`src/rtl/regfile_pkg.sv`:
```
// Shared types and defaults for the multi-port integer register file.
// Used by regfile_mp, regfile_mp_if and regfile_clear_fsm.
package regfile_pkg;

    typedef enum logic [0:0] {
        RF_CLEAR = 1'b0,
        RF_RUN   = 1'b1
    } rf_state_e;

    localparam int unsigned RF_XLEN_DEFAULT  = 32;
    localparam int unsigned RF_NREGS_DEFAULT = 32;
    localparam int unsigned RF_ZERO_ADDR     = 0;

endpackage

```
`src/rtl/regfile_mp_if.sv`:
```
// Read/write port bundle between decode/write-back and the register file.
// The parameters must match those of the regfile_mp instance it connects to.
interface regfile_mp_if
    import regfile_pkg::*;
#(
    parameter int unsigned XLEN  = RF_XLEN_DEFAULT,
    parameter int unsigned NREGS = RF_NREGS_DEFAULT,
    parameter int unsigned NRD   = 2,
    parameter int unsigned NWR   = 1
);
    localparam int unsigned AW = $clog2(NREGS);

    logic [NWR-1:0]           we;
    logic [NWR-1:0][AW-1:0]   waddr;
    logic [NWR-1:0][XLEN-1:0] wdata;
    logic [NRD-1:0][AW-1:0]   raddr;
    logic [NRD-1:0][XLEN-1:0] rdata;
    logic                     ready;

    modport master (
        output we, waddr, wdata, raddr,
        input  rdata, ready
    );

    modport slave (
        input  we, waddr, wdata, raddr,
        output rdata, ready
    );

endinterface

```
`src/rtl/regfile_clear_fsm.sv`:
```
// Post-reset clear sequencer: sweeps registers 1..NREGS-1 to zero, then
// raises ready. A reset at any point restarts the sweep from register 1.
module regfile_clear_fsm
    import regfile_pkg::*;
#(
    parameter int unsigned NREGS = RF_NREGS_DEFAULT
) (
    input  logic                     clk,
    input  logic                     rst,
    output logic                     clr_en,
    output logic [$clog2(NREGS)-1:0] clr_addr,
    output logic                     ready
);
    localparam int unsigned AW = $clog2(NREGS);
    localparam logic [AW-1:0] LAST_ADDR = AW'(NREGS - 1);

    rf_state_e     state_q, state_d;
    logic [AW-1:0] cnt_q,   cnt_d;

    always_ff @(posedge clk) begin
        if (rst) begin
            state_q <= RF_CLEAR;
            cnt_q   <= AW'(1);
        end else begin
            state_q <= state_d;
            cnt_q   <= cnt_d;
        end
    end

    // Clear write is suppressed while reset is held so the sweep restarts cleanly.
    always_comb begin
        state_d  = state_q;
        cnt_d    = cnt_q;
        clr_en   = 1'b0;
        clr_addr = cnt_q;
        ready    = (state_q == RF_RUN);
        case (state_q)
            RF_CLEAR: begin
                clr_en = !rst;
                cnt_d  = cnt_q + AW'(1);
                if (cnt_q == LAST_ADDR) begin
                    state_d = RF_RUN;
                end
            end
            RF_RUN: begin
                state_d = RF_RUN;
            end
            default: begin
                state_d = RF_CLEAR;
            end
        endcase
    end

endmodule

```
`src/rtl/regfile_mp.sv`:
```
// Multi-port integer register file with hardware clear, write-port priority
// (highest index wins) and optional same-cycle bypass under REGFILE_BYPASS_EN.
module regfile_mp
    import regfile_pkg::*;
#(
    parameter int unsigned XLEN  = RF_XLEN_DEFAULT,
    parameter int unsigned NREGS = RF_NREGS_DEFAULT,
    parameter int unsigned NRD   = 2,
    parameter int unsigned NWR   = 1
) (
    input  logic         clk,
    input  logic         rst,
    regfile_mp_if.slave  bus
);
    localparam int unsigned AW = $clog2(NREGS);

    logic [XLEN-1:0] mem_q [NREGS];
    logic [XLEN-1:0] mem_d [NREGS];

    logic            clr_en;
    logic [AW-1:0]   clr_addr;
    logic            ready;

    regfile_clear_fsm #(
        .NREGS (NREGS)
    ) u_clear_fsm (
        .clk      (clk),
        .rst      (rst),
        .clr_en   (clr_en),
        .clr_addr (clr_addr),
        .ready    (ready)
    );

    always_ff @(posedge clk) begin
        mem_q <= mem_d;
    end

    // Clear sweep owns the array until ready; later write ports override earlier ones.
    always_comb begin
        mem_d = mem_q;
        if (!rst) begin
            if (clr_en) begin
                mem_d[clr_addr] = '0;
            end else if (ready) begin
                for (int unsigned i = 0; i < NWR; i++) begin
                    if (bus.we[i] && bus.waddr[i] != AW'(RF_ZERO_ADDR)) begin
                        mem_d[bus.waddr[i]] = bus.wdata[i];
                    end
                end
            end
        end
    end

    always_comb begin
        for (int unsigned j = 0; j < NRD; j++) begin
            bus.rdata[j] = '0;
            if (ready && bus.raddr[j] != AW'(RF_ZERO_ADDR)) begin
                bus.rdata[j] = mem_q[bus.raddr[j]];
`ifdef REGFILE_BYPASS_EN
                for (int unsigned i = 0; i < NWR; i++) begin
                    if (bus.we[i] && bus.waddr[i] == bus.raddr[j]) begin
                        bus.rdata[j] = bus.wdata[i];
                    end
                end
`endif
            end
        end
    end

    assign bus.ready = ready;

endmodule

```
`src/flat_wrapper.sv`:
```
// flat-port wrapper written by rule: the top's interface ports become plain ports
module regfile_mp_flat import regfile_pkg::*;
#(
    parameter int unsigned XLEN  = RF_XLEN_DEFAULT,
    parameter int unsigned NREGS = RF_NREGS_DEFAULT,
    parameter int unsigned NRD   = 2,
    parameter int unsigned NWR   = 1
)
  (clk, rst, bus_we, bus_waddr, bus_wdata, bus_raddr, bus_rdata, bus_ready);
  regfile_mp_if #(.XLEN(XLEN), .NREGS(NREGS), .NRD(NRD), .NWR(NWR)) bus_i ();
  input  logic clk;
  input  logic rst;
  input wire logic [$bits(bus_i.we)-1:0] bus_we;
  input wire logic [$bits(bus_i.waddr)-1:0] bus_waddr;
  input wire logic [$bits(bus_i.wdata)-1:0] bus_wdata;
  input wire logic [$bits(bus_i.raddr)-1:0] bus_raddr;
  output wire logic [$bits(bus_i.rdata)-1:0] bus_rdata;
  output wire logic [$bits(bus_i.ready)-1:0] bus_ready;
  assign bus_i.we = bus_we;
  assign bus_i.waddr = bus_waddr;
  assign bus_i.wdata = bus_wdata;
  assign bus_i.raddr = bus_raddr;
  assign bus_rdata = bus_i.rdata;
  assign bus_ready = bus_i.ready;
  regfile_mp #(.XLEN(XLEN), .NREGS(NREGS), .NRD(NRD), .NWR(NWR)) u_core (.clk(clk), .rst(rst), .bus(bus_i));
endmodule
```
`config.mk`:
```
export PLATFORM = sky130hd
export DESIGN_NAME = regfile_mp_flat
export DESIGN_NICKNAME = d
export VERILOG_FILES = /design/src/rtl/regfile_pkg.sv /design/src/rtl/regfile_mp_if.sv /design/src/rtl/regfile_clear_fsm.sv /design/src/rtl/regfile_mp.sv /design/src/flat_wrapper.sv
export SDC_FILE = /design/constraint.sdc
export NUM_CORES = 2
export LEC_CHECK = 0
export ABC_AREA = 1
export BUFFER_PORTS_ARGS = -buffer_cell sky130_fd_sc_hd__buf_4
export CAP_MARGIN = 40
export CELL_PAD_IN_SITES_DETAIL_PLACEMENT = 1
export CELL_PAD_IN_SITES_GLOBAL_PLACEMENT = 2
export CORE_MARGIN = 2
export CORE_UTILIZATION = 39
export CTS_BUF_LIST = sky130_fd_sc_hd__clkbuf_8
export CTS_CLUSTER_DIAMETER = 100
export DETAILED_ROUTE_END_ITERATION = 16
export PLACE_DENSITY_LB_ADDON = 0.1
export SLEW_MARGIN = 0
export SYNTH_ARGS = -nofsm -noshare
export SYNTH_HDL_FRONTEND = slang
export SYNTH_SLANG_ARGS = --single-unit
```
`constraint.sdc`:
```
create_clock -name clk -period 5.8 [get_ports clk]
set_input_delay 1.16 -clock clk [delete_from_list [all_inputs] [get_ports clk]]
set_output_delay 1.16 -clock clk [all_outputs]
set_load 0.005 [all_outputs]
```
==> metrics.csv <==
stage;metric;value;unit
layout;mostFrequentLayoutCell;nand2_1;
layout;drive_above_1_share;0.08631;
cts;cts_resized;0;
logic_synthesis;avgSynthCellArea;7.642;um^2
logic_synthesis;synth_nets;8388;
logic_synthesis;yosys_most_used_dff;edfxtp_1;
cts;hold_buffers;0;
worst_setup_path;worstRegToRegCells;5;
global_route;grt_pass1_vias;65670;
layout;num-nets-final;8152;
drt;viasPerCell;6.462;
floorplanning;core-area;162400;um^2
run_status;status;complete, no violations;
worst_setup_path;crit_buf_inv;3;
sta;finalCritPeriodShare;0.8582;
sta;setup_slack;0.8223;ns
worst_setup_path;path_cells;buf_8, buf_4, nand2_1, nand3_1, nand3_1, nand3_1, nand3_1, a21oi_1, buf_4;
global_route;gr-total-overflow;0;
worst_setup_path;rrSetupSlack;2.50;ns
floorplanning;die_area;166500;um^2
global_route;antenna_found_initial;14;
cts;clock_sinks;1030;
hold_path;holdCritPathClass;in2reg;
worst_setup_path;cp.depth;9;
power;total_power;19.45;mW
drt;drc;0;
drt;first_iter_violations;9482;
sta;fin_tns_setup;0;ns
cts;clock_latency;1.01;ns
drt;wl_per_cell;32.42;um
place;dp_hpwl;193.7;mm
floorplanning;num_rows;148;
logic_synthesis;ys_types;24;
layout;mostFrequentLayoutCells;3,223 x nand2_1, 1,451 x nand3_1, 1,024 x edfxtp_1;
worst_setup_path;endpoint_kind;output pin;
logic_synthesis;synth-seq-area-share;0.4847;
logic_synthesis;synth_seq_cells;1030;
worst_setup_path;crit_family;buffers and inverters;
logic_synthesis;async_flop_share;0;
hold_path;whs_path_depth;2;
logic_synthesis;synth_edf_count;1024;
sta;finalHoldViolations;0;
cts;htree_levels;4;
drt;num_vias;67450;
cts;post-cts-setup-buffers;0;
floorplanning;die_w;408.1;um
cts;cts_buffers;197;
cts;cts_buffer_depth;3;
sta;max_slew_margin;0.1735;
sta;setup_viol;0;
drt;drt-total-wl;338.4;mm
worst_setup_path;crit_arrival;3.82;ns
floorplanning;ioPinCount;115;
global_route;grt.total_usage;0.3941;
floorplanning;die_h;408.1;um
sta;grt_setup_unrepaired;false;
worst_setup_path;crit_fanout;61;
layout;syn2layout_area_growth;11.01;%
power;p_per_area;275.1;nW/um^2
cts;cts_root_buffer;clkbuf_8;
drt;firstDrtPassIters;7;
cts;cts.clk_slew.worst_paths;0.07;ns
cts;cts_tree;yes;
sta;fmax;200.9;MHz
sta;hold_ws;0.3833;ns
logic_synthesis;syn_inst;8333;
job;drv_cap;0;
worst_setup_path;cpMostUsedCell;nand3_1;
power;p_leak;27.38;nW
sta;fin_crit;4.978;ns
place;post-place-ws;0.9681;ns
worst_setup_path;cpMaxStageDelayCell;a21oi_1;
place;io_buffer_count;114;
sta;slew_viol_final;0;
worst_setup_path;worstPathRequired;4.64;ns
sta;fin_skew;0.04345;ns
global_route;grt_pass1_wl;480.7;mm
power;ir_worst_vdd;271.9;uV
logic_synthesis;yosysWarnings;0;
global_route;grt_max_degree;198;
drt;ant_nets;0;
place;gp_congestion;0.9035;
sta;tightest_slew;1.240;ns
worst_setup_path;cpPeakStageDelay;0.55;ns
worst_setup_path;cp-start-kind;primary input;
logic_synthesis;syn_area;63680;um^2
worst_setup_path;crit_type;in2out;
floorplanning;initial_utilization;0.3921;
## cell type report
type,instances,area [um^2]
clock buffer,202,2780
tap,2175,2721
inverter,130,526.8
antenna,3,7.507
multi-input combinational,6350,29290
timing repair buffer,388,3806
fill,19810,91710
sequential,1030,30870
clock inverter,161,689.4
## cell usage after synthesis, types with 29 or more instances
library cell     n  area (um^2)
clkbuf_1       395         1483
buf_1           56        210.2
nand3_1       1452         7267
nor2_1         103        386.6
buf_4           29        217.7
nand2_1       3249        12200
buf_2          331         1657
inv_1          120        450.4
o21ai_0        532         2663
o22ai_1        579         3622
a21oi_1        325         1627
edfxtp_1      1024        30750
o32ai_1         88        770.7
## stage by stage
stage	util	std cells	cell area, um^2
3_3_place_gp	0.4120	10060	66910
4_1_cts	0.4351	10440	70660
2_1_floorplan	-	8333	63680
6_report	0.4353	10440	70690
5_1_grt	0.4353	10440	70690
3_5_place_dp	0.4137	10070	67190
## final timing paths
kind,endpoint,startpoint
setup / recovery,bus_rdata[48],bus_raddr[5]
hold / removal,u_core.u_clear_fsm.ready,rst
setup reg to reg,u_core.mem_q[2],u_core.u_clear_fsm.ready
hold reg to reg,u_core.u_clear_fsm.clr_addr[0],u_core.u_clear_fsm.clr_addr[0]
## routing by layer
layer  global-route usage  wire [um]
met1               0.5322     135400
met2               0.5989     148400
met3              0.09220      37860
met4               0.1792      16730
met5                    0         55
## where the power goes
| part | leakage (nW) | internal [mW] | total [mW] | switching [mW] |
|---|---|---|---|---|
| sequential | 10.5 | 8.80 | 9.18 | 0.382 |
| combinational | 14.8 | 0.915 | 3.42 | 2.50 |
| clock | 2.00 | 3.25 | 6.85 | 3.60 |
| total | 27.4 | 13.0 | 19.4 | 6.48 |
## logic make-up (layout without fill, tap and decap cells)
| logic type | count (synthesis) | in the layout | share of synthesized area |
|---|---|---|---|
| compound gates | 1524 | 1524 | 0.1363 |
| fa+ha+maj | 5 | 5 | 0.0009824 |
| buf+inv | 953 | 881 | 0.06472 |
| flops | 1030 | 1030 | 0.4847 |
| other cells | 0 | 3 | 0 |
| simple gates | 4821 | 4821 | 0.3132 |
## flip-flops by register name, summed over array words and instances, names as in the netlist
signal / count
u_core.u_clear_fsm.clr_addr: 5
u_core.u_clear_fsm.ready: 1
u_core.mem_q: 1024
No activity file was read; power rests on OpenSTA's default activity.
